===== config.mk =====
export PLATFORM = sky130hd
export DESIGN_NAME = mem_arbiter
export DESIGN_NICKNAME = d
export VERILOG_FILES = /design/src/rtl/mem_arbiter.sv
export SDC_FILE = /design/constraint.sdc
export NUM_CORES = 1
export LEC_CHECK = 0
export BUFFER_PORTS_ARGS = -buffer_cell sky130_fd_sc_hd__buf_2
export CORE_MARGIN = 5
export CORE_UTILIZATION = 46
export CTS_CLUSTER_SIZE = 14
export DETAILED_ROUTE_END_ITERATION = 12
export PLACE_DENSITY = 0.86
export SLEW_MARGIN = 10
export SYNTH_ARGS = -nofsm -noshare
export SYNTH_HDL_FRONTEND = slang
export SYNTH_SLANG_ARGS = --single-unit

===== constraint.sdc =====
create_clock -name clock -period 2.3 [get_ports clock]
set_clock_uncertainty 0.15 [all_clocks]
set_input_delay 0.23 -clock clock [delete_from_list [all_inputs] [get_ports clock]]
set_output_delay 0.23 -clock clock [all_outputs]
set_load 0.01 [all_outputs]

===== src/rtl/mem_arbiter.sv =====
// mem_arbiter: shares one single-ported, variable-latency memory between the
// instruction-fetch stage (read-only) and the memory stage (read/write).
// Each level request becomes exactly one req/ack memory transaction, followed
// by a one-cycle done pulse. Data normally wins contention, but IF is forced
// through after FAIR_MAX consecutive data wins. A watchdog aborts grants that
// never see m_ack and raises a sticky bus_err.
module mem_arbiter #(
  parameter int AW       = 32,
  parameter int DW       = 32,
  parameter int FAIR_MAX = 4,
  parameter int TIMEOUT  = 64
) (
  input  logic          clock,
  input  logic          reset,
  input  logic          if_req,
  input  logic [AW-1:0] if_addr,
  output logic [DW-1:0] if_rdata,
  output logic          if_done,
  output logic          if_stall,
  input  logic          d_req,
  input  logic          d_we,
  input  logic [AW-1:0] d_addr,
  input  logic [DW-1:0] d_wdata,
  output logic [DW-1:0] d_rdata,
  output logic          d_done,
  output logic          d_stall,
  output logic          m_req,
  output logic          m_we,
  output logic [AW-1:0] m_addr,
  output logic [DW-1:0] m_wdata,
  input  logic [DW-1:0] m_rdata,
  input  logic          m_ack,
  output logic          bus_err
);

  localparam int FW = (FAIR_MAX > 0) ? $clog2(FAIR_MAX + 1) : 1;
  localparam int TW = (TIMEOUT > 1) ? $clog2(TIMEOUT) : 1;
  localparam logic [FW-1:0] FAIR_LIM = FW'(FAIR_MAX);
  localparam logic [TW-1:0] TMAX     = TW'(TIMEOUT - 1);
  localparam logic [DW-1:0] ERR_WORD = DW'(32'hDEADBEEF);

  localparam logic [2:0] IDLE   = 3'd0;
  localparam logic [2:0] GNT_I  = 3'd1;
  localparam logic [2:0] GNT_D  = 3'd2;
  localparam logic [2:0] DONE_I = 3'd3;
  localparam logic [2:0] DONE_D = 3'd4;

  logic [2:0]    state;
  logic [FW-1:0] fair_cnt;
  logic [TW-1:0] timer;
  logic          pick_d;
  logic          timed_out;

  // Data wins unless IF is also waiting and data has used up its fairness budget.
  assign pick_d    = d_req & (~if_req | (fair_cnt < FAIR_LIM));
  assign timed_out = (timer == TMAX);

  // Stalls release combinationally in the done cycle so the stage advances on that edge.
  assign if_stall = if_req & ~if_done;
  assign d_stall  = d_req & ~d_done;

  // Arbitration FSM, memory-side registers, read-data capture and watchdog.
  always_ff @(posedge clock) begin
    if (reset) begin
      state    <= IDLE;
      m_req    <= 1'b0;
      m_we     <= 1'b0;
      m_addr   <= '0;
      m_wdata  <= '0;
      if_rdata <= '0;
      d_rdata  <= '0;
      if_done  <= 1'b0;
      d_done   <= 1'b0;
      bus_err  <= 1'b0;
      fair_cnt <= '0;
      timer    <= '0;
    end else begin
      if_done <= 1'b0;
      d_done  <= 1'b0;
      case (state)
        IDLE: begin
          timer <= '0;
          if (pick_d) begin
            state   <= GNT_D;
            m_req   <= 1'b1;
            m_we    <= d_we;
            m_addr  <= d_addr;
            m_wdata <= d_wdata;
            // Only wins against a waiting fetch count toward unfairness.
            if (if_req && (fair_cnt != FAIR_LIM)) fair_cnt <= fair_cnt + 1'b1;
          end else if (if_req) begin
            state    <= GNT_I;
            m_req    <= 1'b1;
            m_we     <= 1'b0;
            m_addr   <= if_addr;
            fair_cnt <= '0;
          end
        end
        GNT_I, GNT_D: begin
          if (m_ack || timed_out) begin
            // Ack wins over a simultaneous timeout; either way the access ends here.
            m_req <= 1'b0;
            m_we  <= 1'b0;
            timer <= '0;
            if (!m_ack) bus_err <= 1'b1;
            if (state == GNT_I) begin
              state    <= DONE_I;
              if_done  <= 1'b1;
              if_rdata <= m_ack ? m_rdata : ERR_WORD;
            end else begin
              state  <= DONE_D;
              d_done <= 1'b1;
              if (!m_we) d_rdata <= m_ack ? m_rdata : ERR_WORD;
            end
          end else begin
            timer <= timer + 1'b1;
          end
        end
        // Requests seen here are ignored; the requester updates at this edge.
        DONE_I, DONE_D: state <= IDLE;
        default:        state <= IDLE;
      endcase
    end
  end

endmodule


* After elaboration in Yosys (flattened, before gate mapping)
Cells that the tools add are included.
** Storage, ports and cells
- Bits in registers :: 145
- Input bits :: 134
- Output and inout port bits :: 135
** Operators by class
- Add/subtract/negate cells :: 2
- $lt $le $gt $ge :: 1
- Equal/unequal tests :: 7
- Multiplexer cells :: 22
- Bitwise logic cells :: 12
- Reductions and logical operators :: 15
** Operators with widths (count)
- 32-bit 2-to-1 mux :: 3
- 3-bit 2-to-1 mux :: 7
- 6-bit one-hot mux with 2 select lines :: 1
- 3-bit AND reduction :: 4
- 1-bit NOT :: 8
- 1-bit 2-to-1 mux :: 7
- 6-bit by 1-bit adder with 6-bit output, second input constant :: 1
- 6-bit equality test, second input constant :: 1
- 6-bit 2-to-1 mux :: 1
- 3-bit != test, second input constant :: 2
- 3-bit one-hot mux with 2 select lines :: 1
- 2-bit AND reduction :: 3
- 1-bit one-hot mux with 2 select lines :: 2
- 4-bit AND reduction :: 1
- 2-bit nonzero test :: 2
- 3-bit by 1-bit adder with 3-bit output, second input constant :: 1
- 1-bit bitwise AND :: 3
- 3-bit by 1-bit equality test with 1-bit output, second input constant :: 1
- 3-bit by 2-bit equality test with 1-bit output, second input constant :: 1
- 3-bit logical NOT :: 1
- 3-bit less-than comparator, second input constant :: 1
- 3-bit OR reduction :: 1
- 2-bit by 1-bit != test with 1-bit output, second input constant :: 1
- 2-bit != test, second input constant :: 1
- other kinds (4) :: 4

* Logic depth before layout (Yosys ltp)
- Depth in word-level cells :: 5
- Mapped depth :: 7

* Least setup slack after synthesis
Ideal clock, no wire load.
- Kind :: register to register
- Start :: reg timer[0]
- End :: reg m_we
- Arrival time :: 1.586 ns
- Required time :: 2.058 ns
- Setup slack :: 0.472 ns
- Cell stages (with the launch flop) :: 7
- Buffers on the path :: 1
- Period minus slack after synthesis :: 1.828 ns
- Cells stage by stage :: dfxtp_1 -> ha_1 -> and3_1 -> a31oi_2 -> clkbuf_2 -> a21boi_0 -> o32ai_1
** On the way
- Cells in the longest elaborated chain, start to end :: 4
** RTL lines
- from (decl) :: line 50 : logic [TW-1:0] timer;
- from (signal assigned) :: line 116 : timer <= timer + 1'b1;
- 6-bit equality test :: line 56 : assign timed_out = (timer == TMAX);
- 1-bit logical OR :: line 100 : if (m_ack || timed_out) begin
- 2-bit != test (no source line)
- 3-bit AND reduction (no source line)
- to (signal assigned) :: line 86 : m_we <= d_we;
- to (decl) :: line 28 : output logic m_we,
Every way passes these cells.
A chain may end at the register's enable or synchronous reset.

* Final worst setup path
- Start :: in if_req
- End :: reg m_addr[20]
** On the way
- Cells in the longest elaborated chain, start to end :: 5
- Elaborated cells on any way between the ends :: 6
- Those cells by class :: mux (1); bitwise (3); reduce/logical (2)
** RTL lines
- from (decl) :: line 15 : input logic if_req,
- 1-bit NOT :: line 55 : assign pick_d = d_req & (~if_req | (fair_cnt < FAIR_LIM));
- 1-bit OR :: line 55
- 1-bit bitwise AND :: line 55
- 2-bit nonzero test (no source line)
- 2-bit AND reduction (no source line)
- to (signal assigned) :: line 87 : m_addr <= d_addr;
- to (signal assigned) :: line 95 : m_addr <= if_addr;
- to (decl) :: line 29 : output logic [AW-1:0] m_addr,
Parallel ways exist; a longest one is shown, timed or not.

==> impl_metrics.env <==
export IMPL_critPathMaxStageDelay_ps=580
export IMPL_outcome="finished clean"
export IMPL_tritoncts="done"
export IMPL_htree_levels=4
export IMPL_post_cts_buffers=0
export IMPL_fin_area_um2=8177
export IMPL_die_x_um=120.9
export IMPL_firstDrtPassIters=4
export IMPL_critPathLaunchType="input port"
export IMPL_track_usage_pct=23.09
export IMPL_synthCells=636
export IMPL_hold_violations=0
export IMPL_ant_nets=0
export IMPL_drc=0
export IMPL_crit_start="if_req"
export IMPL_synth_top_area_share_pct=51.29
export IMPL_start_util_pct=47.11
export IMPL_syn_area_per_cell_um2=8.898
export IMPL_grt_pass1_wl_mm=26.92
export IMPL_synth_seq_area_share_pct=51.29
export IMPL_fin_cells=1095
export IMPL_fmax_mhz=450.8
export IMPL_cts_sinks=145
export IMPL_setup_viol_count_final=0
export IMPL_crit_path_top_delay_cell="dlygate4sd3_1"
export IMPL_fin_setup_tns_ps=0
export IMPL_clockRootBuffer="clkbuf_16"
export IMPL_holdCritStartpoint="d_addr[14]"
export IMPL_p_per_area_nw_per_um2=832.4
export IMPL_portBuffers=268
export IMPL_min_to="m_addr[14]"
export IMPL_cts_buffers=17
export IMPL_synth_area_top_cells="dfxtp_1 51%, a21oi_1 9.4%, o21a_1 6.5%"
export IMPL_multiInputGateArea_um2=2384
export IMPL_end_kind="flop"
export IMPL_clock_path_buffers=2
export IMPL_ys_ff_latch=145
export IMPL_gp_congestion=0.8062
export IMPL_fp_coreArea_um2=12010
export IMPL_synth_enable_flop_cells=0
export IMPL_r2r_end="d_rdata[5]"
export IMPL_num_vias=5684
export IMPL_nNetsFinal=1073
export IMPL_async_reset_ff_share_pct=0
export IMPL_slew_headroom_pct=59.44
export IMPL_pin_count=269
export IMPL_yosys_warnings=0
export IMPL_drive_gt1_share_pct=33.33
export IMPL_regArea_um2=2903
export IMPL_cp_max_fo=36
export IMPL_drt_iter0_markers=333
export IMPL_path_delay_family="buffers and inverters"
export IMPL_cp_num_buf_inv=4
export IMPL_r2r_start="state[1]"
export IMPL_crit_top_cell="dlygate4sd3_1"
export IMPL_antenna_found_initial=0
export IMPL_nFillCells=928
export IMPL_grt_max_degree=67
export IMPL_placed_area_um2=7062
export IMPL_max_cap_violations=0
export IMPL_wl_per_cell_um=15.86
export IMPL_dieArea_um2=14620
export IMPL_synth_common_cells="145 x dfxtp_1, 106 x a21oi_1, 86 x nand2_1, 49 x o21a_1, 42 x nor2_1"
export IMPL_worstSetupPathType="in -> reg"
export IMPL_diodes=0
export IMPL_insertion_delay_ps=410
export IMPL_yosysMostFrequentCell="dfxtp_1"
export IMPL_synth_flop_cell="dfxtp_1"
export IMPL_arrival_ps=2390
export IMPL_via_per_inst=5.191
export IMPL_synth_cell_type_count=38
export IMPL_period_share_pct=96.45
export IMPL_syn_nets=773
export IMPL_dp_cells=1012
export IMPL_reg2reg_depth=4
export IMPL_wl_mm=17.37
export IMPL_synth_largest_area_cell="dfxtp_1"
export IMPL_num_rows=40
export IMPL_maxSlewViolCount=0
export IMPL_worstPathRequired_ps=2470
export IMPL_synth_area_um2=5659
export IMPL_layout_min_cycle_time_ps=2218
export IMPL_hold_class="in -> reg"
export IMPL_hold_depth=3
export IMPL_grt_pass1_vias=5579
export IMPL_max_vdd_ir_drop_v=0.0004300
export IMPL_leakage_nw=3.962
export IMPL_path_cells="dlygate4sd3_1 > buf_2 > a21boi_4 > buf_12 > mux2i_1 > dlygate4sd3_1 > a211oi_1"
export IMPL_cts_resized=0
export IMPL_overflow=0
export IMPL_ff2ff_setup_slack_ps=100
export IMPL_rsz0062_at_grt="no"
export IMPL_die_height_um=120.9
export IMPL_dp_final_hpwl_mm=11.60
export IMPL_worst_slew_pin_slew_ps=608.3
export IMPL_clk_pin_slew_ps=60
export IMPL_area_growth_pct=44.48
export IMPL_finish_utilization_pct=68.07
==> metal layers <==
layer | global-route usage, % | vias up | part of all wire (%)
met4 | 9.561 | 0 | 2.0
met3 | 7.459 | 30 | 7.7
li1 | - | 2786 | -
met2 | 39.74 | 213 | 49
met1 | 26.31 | 2655 | 41
met5 | 0 | - | 0
==> through the flow <==
| step | worst slack (ps) | hold slack [ps] | power [mW] |
|---|---|---|---|
| after floorplan | 471.8 | 216.0 | 3.542 |
| after global placement | 209.6 | 287.8 | 3.958 |
| after detailed placement | 135.2 | 293.4 | 3.994 |
| after CTS | 118.0 | 0.1617 | 6.836 |
| after global routing | 0.8047 | 8.147 | 7.104 |
| final | 81.70 | 14.61 | 6.806 |
==> state kept, by name, indices dropped and copies added, names as in the netlist, 3 cells and up <==
register and cells:
timer 6, state 3, m_addr 32, m_wdata 32, if_rdata 32, fair_cnt 3, d_rdata 32
==> worst max path at each step <==
stage	to	slack, ps	cells past startpoint
floorplan	m_we	470	6
global placement	d_rdata[12]	210	4
detailed placement	d_rdata[5]	140	4
CTS	d_rdata[5]	120	4
global route	d_rdata[25]	0.8	4
finish	m_addr[20]	80	7
==> power by group <==
group / switching (mW) / internal [mW] / leakage [nW]
Sequential: 0.115 / 2.73 / 1.19
Combinational: 0.668 / 0.519 / 2.49
Clock: 1.02 / 1.75 / 0.289
Total: 1.81 / 5.00 / 3.96
==> timing repair <==
item,CTS,global route
hold endpoints to repair,59,0
hold buffers,52,0
endpoints found under the setup margin,0,0
==> tightest hold or removal path: stages <==
cell      delay [ps]
buf_2            100
mux2i_1          120
a211oi_1          80
==> cell usage in the layout (no fill, tap or decap), drive strengths merged, types with 4 or more instances in the layout <==
cell type    instances
clkinv               4
nand2               86
clkbuf              21
a21oi              106
o21a                49
a211oi              34
inv                 33
o21ai               18
buf                280
nor2                44
dfxtp              145
nand3                4
nor3                 7
dlygate4sd3         52
mux2i               32
==> cell families (layout without fill, tap and decap cells) <==
family	Yosys count	in the layout	synth area share (%)
simple gates	153	153	11.59
fa+ha+maj	3	3	0.6633
flops	145	145	51.29
xor+xnor	2	2	0.3096
compound gates	218	218	23.68
buf+inv	83	395	6.810
mux	32	32	5.660
==> layout make-up <==
| cell class | count | share of cell area, % |
|---|---|---|
| sequential | 145 | 35.50 |
| clock buffer | 21 | 5.631 |
| tap | 147 | 2.249 |
| timing repair buffer | 332 | 24.36 |
| clock inverter | 10 | 1.637 |
| inverter | 32 | 1.469 |
| multi-input combinational | 408 | 29.15 |
Note: power is estimated with default switching activity, not from simulation.
